`src/rtl/serial_word_rx.sv`:
```
// serial_word_rx: assembles WIDTH serial bits into a parallel word
// and presents it with a valid/ack handshake and sticky overrun.
module serial_word_rx #(
  parameter int WIDTH     = 8,
  parameter bit MSB_FIRST = 1'b1
) (
  input  logic             clk,
  input  logic             rst,
  input  logic             start,
  input  logic             din,
  input  logic             ack,
  input  logic             clr_err,
  output logic [WIDTH-1:0] data_out,
  output logic             valid,
  output logic             busy,
  output logic             overrun
);

  localparam int CW = $clog2(WIDTH) + 1;

  typedef enum logic {
    IDLE  = 1'b0,
    SHIFT = 1'b1
  } state_t;

  state_t           state_q, state_d;
  logic [CW-1:0]    cnt_q, cnt_d;
  logic [WIDTH-1:0] sh_q, sh_d;
  logic [WIDTH-1:0] data_q, data_d;
  logic             valid_q, valid_d;
  logic             ovr_q, ovr_d;
  logic             busy_o;
  logic             done;
  logic [WIDTH-1:0] word;

  // Last bit of the word is being sampled on this edge.
  assign done = (state_q == SHIFT) && (cnt_q == CW'(WIDTH - 1));

  // Shift register contents after the current din is folded in.
  always_comb begin
    word = sh_q;
    if (MSB_FIRST) begin
      word = {sh_q[WIDTH-2:0], din};
    end else begin
      word = {din, sh_q[WIDTH-1:1]};
    end
  end

  // State register; reset aborts any capture in progress.
  always_ff @(posedge clk or posedge rst) begin
    if (rst) begin
      state_q <= IDLE;
    end else begin
      state_q <= state_d;
    end
  end

  // Next state: start only arms from IDLE, so the completion edge
  // cannot re-arm.
  always_comb begin
    state_d = state_q;
    unique case (state_q)
      IDLE:    if (start) state_d = SHIFT;
      SHIFT:   if (done)  state_d = IDLE;
      default: state_d = IDLE;
    endcase
  end

  // Outputs decoded from state.
  always_comb begin
    busy_o = 1'b0;
    unique case (state_q)
      IDLE:    busy_o = 1'b0;
      SHIFT:   busy_o = 1'b1;
      default: busy_o = 1'b0;
    endcase
  end

  // Datapath next values: counter, shifter, word, handshake, overrun.
  always_comb begin
    cnt_d   = cnt_q;
    sh_d    = sh_q;
    data_d  = data_q;
    valid_d = valid_q;
    ovr_d   = ovr_q;
    if (state_q == IDLE) begin
      if (start) cnt_d = '0;
    end else begin
      sh_d  = word;
      cnt_d = done ? '0 : cnt_q + CW'(1);
    end
    if (done) begin
      data_d  = word;
      valid_d = 1'b1;
    end else if (ack) begin
      valid_d = 1'b0;
    end
    if (done && valid_q && !ack) begin
      ovr_d = 1'b1;
    end else if (clr_err) begin
      ovr_d = 1'b0;
    end
  end

  // Datapath registers.
  always_ff @(posedge clk or posedge rst) begin
    if (rst) begin
      cnt_q   <= '0;
      sh_q    <= '0;
      data_q  <= '0;
      valid_q <= 1'b0;
      ovr_q   <= 1'b0;
    end else begin
      cnt_q   <= cnt_d;
      sh_q    <= sh_d;
      data_q  <= data_d;
      valid_q <= valid_d;
      ovr_q   <= ovr_d;
    end
  end

  assign data_out = data_q;
  assign valid    = valid_q;
  assign busy     = busy_o;
  assign overrun  = ovr_q;

endmodule

```
`config.mk`:
```
export PLATFORM = sky130hd
export DESIGN_NAME = serial_word_rx
export DESIGN_NICKNAME = d
export VERILOG_FILES = /design/src/rtl/serial_word_rx.sv
export SDC_FILE = /design/constraint.sdc
export NUM_CORES = 1
export LEC_CHECK = 0
export CAP_MARGIN = 0
export CORE_MARGIN = 3
export CORE_UTILIZATION = 49
export DETAILED_ROUTE_END_ITERATION = 10
export PLACE_DENSITY_LB_ADDON = 0.05
export SYNTH_ARGS = -nofsm -noshare
export SYNTH_HDL_FRONTEND = slang
export SYNTH_SLANG_ARGS = --single-unit
```
`constraint.sdc`:
```
create_clock -name clk -period 1.56 [get_ports clk]
set_clock_uncertainty 0.05 [all_clocks]
set_input_delay 0.312 -clock clk [delete_from_list [all_inputs] [get_ports clk]]
set_output_delay 0.312 -clock clk [all_outputs]
set_load 0.03 [all_outputs]
```
==> impl_metrics.json <==
{
  "outcome": "finished clean",
  "initial_core_util_pct": 52.70,
  "setup.worst_path.end_class": "flop",
  "dr_total_vias": 545,
  "cap_violations": 0,
  "intPower_mw": 1.694,
  "path_clk_slew_ns": 0.12,
  "synth_most_common_cell": "dfrtp_1",
  "hold_violations": 0,
  "worstSetupPathType": "reg2reg",
  "nets": 92,
  "post-route-period-util_pct": 95.38,
  "rsz0062_at_grt": "no",
  "antenna_cells": 0,
  "ys_types": 21,
  "p_sw_share_pct": 35.09,
  "dp_hpwl_um": 999.6,
  "reg2reg_setup_slack_ns": 0.07,
  "combPwrFrac_pct": 44.0,
  "die_h_um": 49.56,
  "clock_latency_ns": 0.31,
  "critPathSlowestCell": "dfrtp_1",
  "p_leak_nw": 0.5678,
  "ys_top_cells_by_area": "dfrtp_1 (59%), mux2_4 (13%), mux2_2 (9.7%)",
  "cp_slowest_stage_delay_ns": 0.42,
  "cts_sinks": 22,
  "core_um2": 1764,
  "synth_common_cells": "dfrtp_1 (22), mux2_2 (8), mux2_4 (8)",
  "utilization_pct": 66.10,
  "final-setup-viol-count": 0,
  "cts_buffers": 3,
  "relSlewSlack_pct": 79.71,
  "p_seq_share_pct": 39.6,
  "hold_buffers": 0,
  "ys_warn_count": 0,
  "avgRoutedWirePerCell_um": 12.61,
  "holdCritPathClass": "in2async",
  "final_area_um2": 1166,
  "synth_flop_cell": "dfrtp_1",
  "final_antenna_net_count": 0,
  "first_pass_iters": 2,
  "power.density_nw_per_um2": 2238,
  "place_area_um2": 1125,
  "drive_gt1_share_pct": 32.14,
  "path_max_fanout": 10,
  "synth.largest_area_cell": "dfrtp_1",
  "tightestPinTransition_ns": 0.3055,
  "yosys_register_bits": 22,
  "clkPwrFrac_pct": 16.4,
  "crit_arrival_ns": 1.64,
  "die_w_um": 49.56,
  "ios": 17,
  "worstPathCellList": "ha_1, and3b_4, nand2_8, mux2_4",
  "grt_pass1_vias": 534,
  "max-vdd-ir-drop_uv": 1521,
  "grt.total_usage_pct": 13.60,
  "grt_max_degree": 23,
  "finalCriticalPeriod_ns": 1.488,
  "die-area_um2": 2456,
  "viasPerCell": 5.000,
  "drc": 0,
  "clk_path_buf_depth": 2,
  "h-tree-depth": 1,
  "area_growth_syn_to_layout_pct": 25.44,
  "postSynthCellCount": 63,
  "p_sw_mw": 0.9158,
  "whs_ns": 0.2661,
  "startpoint_type": "flop",
  "synth_nets": 70,
  "grt_pass1_wl_mm": 2.449,
  "synth_edf_count": 0,
  "seq_area_frac_synth_pct": 59.22,
  "synth_top_area_share_pct": 59.22,
  "netlist_area_um2": 929.6,
  "required_ns": 1.71,
  "fmax_ghz": 0.6721,
  "routed_wl_mm": 1.375,
  "ctsRootBufferMaster": "clkbuf_4",
  "slew_violations": 0,
  "gp_congestion": 0.7519,
  "antenna_found_initial": 0,
  "ys_async_sr_fraction_pct": 100.0,
  "rows": 15,
  "syn_avg_cell_area_um2": 14.76,
  "portBuffers": 16,
  "grt-ovfl-total": 0,
  "cts_tree": "yes",
  "fin_tns_setup_ns": 0,
  "drt_iter0_markers": 4
}
flip-flops by register name (all words and copies together), names as in the netlist:
register  flops
overrun       1
cnt_q         4
sh_q          7
state_q       1
data_out      8
valid         1
power groups by stage:
stage / Combinational [mW] / Clock [mW] / Sequential (mW)
after CTS: 1.16 / 0.448 / 1.04
after global placement: 1.23 / 0 / 1.05
after global routing: 1.23 / 0.476 / 1.09
final: 1.15 / 0.429 / 1.03
after floorplan: 0.647 / 0 / 1.26
after detailed placement: 1.24 / 0 / 1.05
cell usage in the layout, fill, tap and decap left out, types with 2 or more instances in the layout:
master,Yosys,layout
nor2_1,2,2
o21ai_0,2,2
dlygate4sd2_1,0,10
buf_4,0,4
mux2_4,8,8
mux2_2,8,8
a21oi_1,2,2
clkdlybuf4s50_1,0,5
clkbuf_4,0,3
dfrtp_1,22,21
nand2_1,4,4
inv_1,2,2
metal layers:
metal	track usage [%]	share of wire, %	routed length (µm)
met5	0	0	0
met4	4.147	1.2	17
met3	6.647	6.7	92
met2	21.59	47	647
met1	16.17	45	618
worst paths after layout:
check | from | end | depth (start not counted)
hold / removal | rst | overrun | 3
max in group asynchronous | rst | state_q | 3
hold reg to reg | data_out[2] | data_out[2] | 1
min in group clk | data_out[2] | data_out[2] | 1
setup / recovery | cnt_q[0] | data_out[1] | 4
setup reg to reg | cnt_q[0] | data_out[1] | 4
logic make-up (layout without fill, tap and decap cells):
logic type / after synthesis / in the layout / share of synthesized area (%)
flops: 22 / 22 / 59.22
mux: 16 / 16 / 22.61
simple gates: 12 / 12 / 8.749
compound gates: 7 / 7 / 4.577
buf+inv: 4 / 25 / 2.557
fa+ha+maj: 1 / 1 / 1.346
xor+xnor: 1 / 1 / 0.9423
through the flow:
step | worst slack [ns] | total power [mW] | cells
2_1_floorplan | 0.1450 | 1.907 | 63
6_report | 0.07210 | 2.610 | 109
5_1_grt | 0.01992 | 2.794 | 109
4_1_cts | 0.02998 | 2.646 | 109
3_5_place_dp | 0.09087 | 2.294 | 105
3_3_place_gp | 0.1047 | 2.273 | 105
what timing repair did:
item / CTS / global route
gates resized for setup: 10 / 1
endpoints found under the hold margin: 0 / 0
setup buffers: 0 / 0
cloned: 0 / 0
endpoints found under the setup margin: 10 / 1
critical path, delay by kind of cell, from the launching register on:
kind / cells / cell delay, ns
mux: 1 / 0.31
flops: 1 / 0.42
simple gates: 2 / 0.36
fa+ha+maj: 1 / 0.24
area by class of cell:
| type | instances | area (µm²) |
|---|---|---|
| clock buffer | 3 | 22.52 |
| timing repair buffer | 19 | 167.7 |
| inverter | 2 | 7.507 |
| fill | 148 | 598.1 |
| clock inverter | 1 | 30.03 |
| sequential | 22 | 551.8 |
| multi-input combinational | 37 | 355.3 |
| tap | 25 | 31.28 |
Power figures use the tool's default switching activity.
